### src/rtl/seg_pkg.sv
// Shared types and segment constants for the seven-segment scan controller.
// Patterns are {g,f,e,d,c,b,a}, active-low.
package seg_pkg;

    typedef logic [6:0] seg_t;

    localparam seg_t SEG_OFF    = 7'b1111111;
    localparam seg_t SEG_HEX_0  = 7'b1000000;
    localparam seg_t SEG_HEX_1  = 7'b1111001;
    localparam seg_t SEG_HEX_2  = 7'b0100100;
    localparam seg_t SEG_HEX_3  = 7'b0110000;
    localparam seg_t SEG_HEX_4  = 7'b0011001;
    localparam seg_t SEG_HEX_5  = 7'b0010010;
    localparam seg_t SEG_HEX_6  = 7'b0000010;
    localparam seg_t SEG_HEX_7  = 7'b1111000;
    localparam seg_t SEG_HEX_8  = 7'b0000000;
    localparam seg_t SEG_HEX_9  = 7'b0010000;
    localparam seg_t SEG_HEX_A  = 7'b0001000;
    localparam seg_t SEG_HEX_B  = 7'b0000011;
    localparam seg_t SEG_HEX_C  = 7'b1000110;
    localparam seg_t SEG_HEX_D  = 7'b0100001;
    localparam seg_t SEG_HEX_E  = 7'b0000110;
    localparam seg_t SEG_HEX_F  = 7'b0001110;

endpackage

### src/rtl/hex_to_seg.sv
// Combinational hex nibble to active-low seven-segment decoder.
module hex_to_seg
    import seg_pkg::*;
(
    input  logic [3:0] hex,
    output seg_t       seg
);

    always_comb begin
        seg = SEG_OFF;
        case (hex)
            4'h0: seg = SEG_HEX_0;
            4'h1: seg = SEG_HEX_1;
            4'h2: seg = SEG_HEX_2;
            4'h3: seg = SEG_HEX_3;
            4'h4: seg = SEG_HEX_4;
            4'h5: seg = SEG_HEX_5;
            4'h6: seg = SEG_HEX_6;
            4'h7: seg = SEG_HEX_7;
            4'h8: seg = SEG_HEX_8;
            4'h9: seg = SEG_HEX_9;
            4'hA: seg = SEG_HEX_A;
            4'hB: seg = SEG_HEX_B;
            4'hC: seg = SEG_HEX_C;
            4'hD: seg = SEG_HEX_D;
            4'hE: seg = SEG_HEX_E;
            4'hF: seg = SEG_HEX_F;
            default: seg = SEG_OFF;
        endcase
    end

endmodule

### src/rtl/seg_scan_ctrl.sv
// Four-digit seven-segment scan controller with frame-aligned double buffering
// and leading-zero blanking. seg/dp switch on the same edge as digit_sel.
module seg_scan_ctrl
    import seg_pkg::*;
#(
    parameter int TICK_DIV = 100_000
) (
    input  logic        clk,
    input  logic        rst_n,
    input  logic [15:0] value,
    input  logic [3:0]  dp_in,
    input  logic        load,
    input  logic        enable,
    input  logic        blank_lz,
    output logic [1:0]  digit_sel,
    output seg_t        seg,
    output logic        dp,
    output logic        frame
);

    localparam int CNT_W = (TICK_DIV > 1) ? $clog2(TICK_DIV) : 1;
    localparam logic [CNT_W-1:0] CNT_MAX = CNT_W'(TICK_DIV - 1);

    logic [CNT_W-1:0] cnt;
    logic [15:0]      shadow_val;
    logic [3:0]       shadow_dp;
    logic             pending;
    logic [15:0]      disp_val;
    logic [3:0]       disp_dp;

    logic             tick;
    logic             wrap;
    logic [1:0]       digit_nxt;
    logic [15:0]      disp_val_nxt;
    logic [3:0]       disp_dp_nxt;
    logic [3:0]       nibble_nxt;
    logic             dp_req_nxt;
    logic             zero3;
    logic             zero2;
    logic             zero1;
    logic             blank_nxt;
    seg_t             hex_seg;

    // Next-slot view: the display register only swaps at the 3->0 wrap,
    // and seg/dp are derived from the digit and contents about to be shown.
    always_comb begin
        tick         = (cnt == CNT_MAX);
        wrap         = tick && (digit_sel == 2'd3);
        digit_nxt    = tick ? digit_sel + 2'd1 : digit_sel;
        disp_val_nxt = disp_val;
        disp_dp_nxt  = disp_dp;
        if (wrap && pending) begin
            disp_val_nxt = shadow_val;
            disp_dp_nxt  = shadow_dp;
        end

        nibble_nxt = disp_val_nxt[{digit_nxt, 2'b00} +: 4];
        dp_req_nxt = disp_dp_nxt[digit_nxt];

        // A digit is a leading zero when it and every digit above it is empty.
        zero3 = (disp_val_nxt[15:12] == 4'h0) && !disp_dp_nxt[3];
        zero2 = zero3 && (disp_val_nxt[11:8] == 4'h0) && !disp_dp_nxt[2];
        zero1 = zero2 && (disp_val_nxt[7:4]  == 4'h0) && !disp_dp_nxt[1];

        blank_nxt = 1'b0;
        case (digit_nxt)
            2'd3:    blank_nxt = blank_lz && zero3;
            2'd2:    blank_nxt = blank_lz && zero2;
            2'd1:    blank_nxt = blank_lz && zero1;
            default: blank_nxt = 1'b0;
        endcase
    end

    hex_to_seg u_hex_to_seg (
        .hex (nibble_nxt),
        .seg (hex_seg)
    );

    always_ff @(posedge clk or negedge rst_n) begin
        if (!rst_n) begin
            cnt        <= '0;
            digit_sel  <= 2'd0;
            shadow_val <= 16'h0000;
            shadow_dp  <= 4'h0;
            pending    <= 1'b0;
            disp_val   <= 16'h0000;
            disp_dp    <= 4'h0;
            frame      <= 1'b0;
        end else begin
            cnt       <= tick ? '0 : cnt + CNT_W'(1);
            digit_sel <= digit_nxt;
            frame     <= wrap;
            disp_val  <= disp_val_nxt;
            disp_dp   <= disp_dp_nxt;
            // A load coinciding with the wrap keeps pending set for the next frame.
            if (load) begin
                shadow_val <= value;
                shadow_dp  <= dp_in;
                pending    <= 1'b1;
            end else if (wrap) begin
                pending    <= 1'b0;
            end
        end
    end

    // Outputs only move on tick edges so enable/blank_lz never glitch mid-slot.
    always_ff @(posedge clk or negedge rst_n) begin
        if (!rst_n) begin
            seg <= SEG_OFF;
            dp  <= 1'b1;
        end else if (tick) begin
            seg <= (enable && !blank_nxt) ? hex_seg : SEG_OFF;
            dp  <= ~(enable && !blank_nxt && dp_req_nxt);
        end
    end

endmodule

### config.mk
export PLATFORM = sky130hd
export DESIGN_NAME = seg_scan_ctrl
export DESIGN_NICKNAME = d
export VERILOG_FILES = /design/src/rtl/seg_pkg.sv /design/src/rtl/hex_to_seg.sv /design/src/rtl/seg_scan_ctrl.sv
export SDC_FILE = /design/constraint.sdc
export NUM_CORES = 1
export LEC_CHECK = 0
export CAP_MARGIN = 10
export CELL_PAD_IN_SITES_DETAIL_PLACEMENT = 0
export CELL_PAD_IN_SITES_GLOBAL_PLACEMENT = 1
export CORE_MARGIN = 2
export CORE_UTILIZATION = 49
export DETAILED_ROUTE_END_ITERATION = 6
export PLACE_DENSITY_LB_ADDON = 0.1
export SLEW_MARGIN = 5
export SYNTH_ARGS = -nofsm -noshare
export SYNTH_HDL_FRONTEND = slang
export SYNTH_SLANG_ARGS = --single-unit
export TNS_END_PERCENT = 100
### constraint.sdc
create_clock -name clk -period 8.7 [get_ports clk]
set_clock_uncertainty 0.1 [all_clocks]
set_input_delay 2.175 -clock clk [delete_from_list [all_inputs] [get_ports clk]]
set_output_delay 2.175 -clock clk [all_outputs]
set_load 0.03 [all_outputs]
==> flow_summary.toml <==
[run_status]
outcome = "finished clean"

[place]
place_ws_ps = 4420
portBuffers = 35
globalplace.congestion = 0.780
place_area_um2 = 4060
dpl.hpwl_um = 5120

[global_route]
grt_use_met3_pct = 3.09
grt_util_met2_pct = 32.9
busiest_layer = "met2"
grt_max_degree = 70
grt_pass1_vias = 2651
grt_usage_pct = 20.1
grt_antenna_before_repair = 0
grtUsageMet1_pct = 27.2
grt_pass1_wl_um = 13200
overflow = 0

[cts]
cts_num_sinks = 69
clock_latency_ps = 340
clock_tree.root_cell = "clkbuf_8"
post_cts_buffers = 0
cts_buffers = 9
ctsHtreeMaxLevel = 3
post_cts_resize_count = 0
cts_tree = "yes"
clock_path_buffers = 2
cts_hold_buffers = 0
clkSlewWorstSetupHoldPaths_ps = 70

[detailed_routing]
routedWlPerCell_um = 15.8
drt-initial-drc-count = 109
viasPerCell = 5.46
vias = 2587
routed_wl_um = 7490
drt_pre_antenna_iters = 4
drc = 0
ant_nets = 0

[timing]
setup_viol = 0
tns_ps = 0
rsz0062_at_grt = "false"
min_period_ps = 4270
setup_ws_ps = 4430
hold_viol_final = 0
slew_viol_final = 0
tightest_slew_ps = 929
relSlewSlack_pct = 37.9
fmax_mhz = 234
timing.final.crit_share_pct = 49.1

[pwr]
seq_power_share_pct = 55.1
switching_power_w = 0.000142
p_clk_share_pct = 40.0
power.leakage_nw = 1.89
p_int_w = 0.000474
p_per_area_nw_per_um2 = 145
combPwrFrac_pct = 4.9
ir_worst_vdd_v = 0.0000907
swShare_pct = 23.1

[logic_synthesis]
yosysWarningCount = 0
synth-seq-cells = 69
synthesis.nets = 374
synth-edff-count = 0
synth_area_um2 = 3650
ys_seq_area_share_pct = 47.5
avgSynthCellArea_um2 = 10.8
async_flop_share_pct = 100
yosysUniqueCellTypes = 51
synthFlopType = "dfrtp_1"
synth_cells = 338

[run]
timing.max_cap.violations = 0

[finish]
final_cell_mix = "dfrtp_1, nand2_1, clkdlybuf4s50_1"
synthToLayoutAreaGrowth_pct = 16.1
final_util_pct = 58.5
insertedDiodeCount = 0
fin_area_um2 = 4240
drive_gt1_share_pct = 17.3
nets = 407
layout_commonest_cell = "dfrtp_1"
fill_cells = 656

[worst_setup_path]
critPathLaunchType = "flip-flop"
cp_data_required_time_ps = 8840
path_class = "reg2reg"
crit_fanout = 20
crit_arrival_ps = 4410
end_kind = "flip-flop"

[floorplanning]
core_region_area_um2 = 7250
dieArea_um2 = 8160
rows = 31
die_y_um = 90.4
die_w_um = 90.4
io_pins = 36
start_util_pct = 50.4

[min_path]
min_path_type = "reg2reg"
critical path: stages (launching register included):
cell and delay [ps]:
dfrtp_1 380, ha_1 210, and4_1 350, and4_1 690, nand2_1 640, mux2i_1 280
a211oi_1 390, nor2_1 160, ha_1 340, inv_1 40, mux4_1 470, inv_1 60
a21oi_1 60
power groups by stage:
| stage | registers [W] | logic, W | clock network, W |
|---|---|---|---|
| after floorplan | 0.000342 | 0.0000126 | 0 |
| after global placement | 0.000345 | 0.0000305 | 0 |
| after detailed placement | 0.000345 | 0.0000312 | 0 |
| after CTS | 0.000339 | 0.0000313 | 0.000251 |
| after global routing | 0.000341 | 0.0000341 | 0.000267 |
| final | 0.000339 | 0.0000302 | 0.000246 |
area by class of cell:
cell class	instances	area, µm²	share of cell area [%]
tap	99	124	2.92
inverter	14	53.8	1.27
timing repair buffer	37	360	8.50
clock inverter	3	20.0	0.472
sequential	69	1740	41.0
multi-input combinational	240	1780	42.0
clock buffer	12	165	3.89
kinds of logic (layout without fill, tap and decap cells):
family / Yosys count / count (layout) / synth area share, %
AND/OR/NAND/NOR: 128 / 128 / 17.1
flip-flops: 69 / 69 / 47.5
multiplexers: 50 / 50 / 16.8
AO/OA/AOI/OAI: 34 / 34 / 6.51
buffers and inverters: 29 / 66 / 3.73
XOR/XNOR: 17 / 17 / 4.59
adder cells (fa/ha/maj): 11 / 11 / 3.77
state kept, by name, summed over array words and instances (netlist names):
| signal | cells |
|---|---|
| digit_sel | 2 |
| seg | 7 |
| shadow_val | 16 |
| shadow_dp | 4 |
| frame | 1 |
| disp_val | 16 |
| cnt | 17 |
| disp_dp | 4 |
| pending | 1 |
| dp | 1 |
synthesized netlist by cell type, drive strengths merged (4+ instances only):
| cell type | count | area [µm²] |
|---|---|---|
| inv | 13 | 48.8 |
| a31oi | 5 | 31.3 |
| nand3 | 8 | 40.0 |
| nand2 | 55 | 206 |
| dfstp | 8 | 210 |
| nor2 | 26 | 97.6 |
| xor2 | 11 | 115 |
| xnor2 | 6 | 52.6 |
| a21oi | 7 | 35.0 |
| ha | 11 | 138 |
| buf | 7 | 52.5 |
| mux2 | 31 | 353 |
| o21ai | 4 | 20.0 |
| or3 | 5 | 31.3 |
| and3 | 5 | 31.3 |
| nand4 | 5 | 31.3 |
| dfrtp | 61 | 1530 |
| mux2i | 14 | 144 |
| mux4 | 5 | 116 |
| clkbuf | 8 | 30.0 |
| nor3 | 4 | 20.0 |
path summary, 6_finish.rpt:
kind	start	endpoint	slack (ps)	cells past startpoint
hold reg to reg	cnt[0]	cnt[0]	380	1
max in group asynchronous	rst_n	disp_val[14]	6000	2
setup reg to reg	cnt[0]	seg[3]	4430	12
hold / removal	cnt[0]	cnt[0]	380	1
min in group asynchronous	rst_n	cnt[11]	1910	2
setup / recovery	cnt[0]	seg[3]	4430	12
per-stage QoR:
stage,total power [W],hold slack [ps],instances
6_report,0.000616,380,474
3_3_place_gp,0.000376,366,459
5_1_grt,0.000642,397,474
2_1_floorplan,0.000354,348,338
4_1_cts,0.000621,380,474
3_5_place_dp,0.000376,370,459
layer usage:
metal,up-vias,part of all wire [%]
li1,1258,-
met1,1270,46
met2,51,49
met3,8,3.4
met4,0,1.3
met5,-,0
No activity file was read; power rests on OpenSTA's default activity.
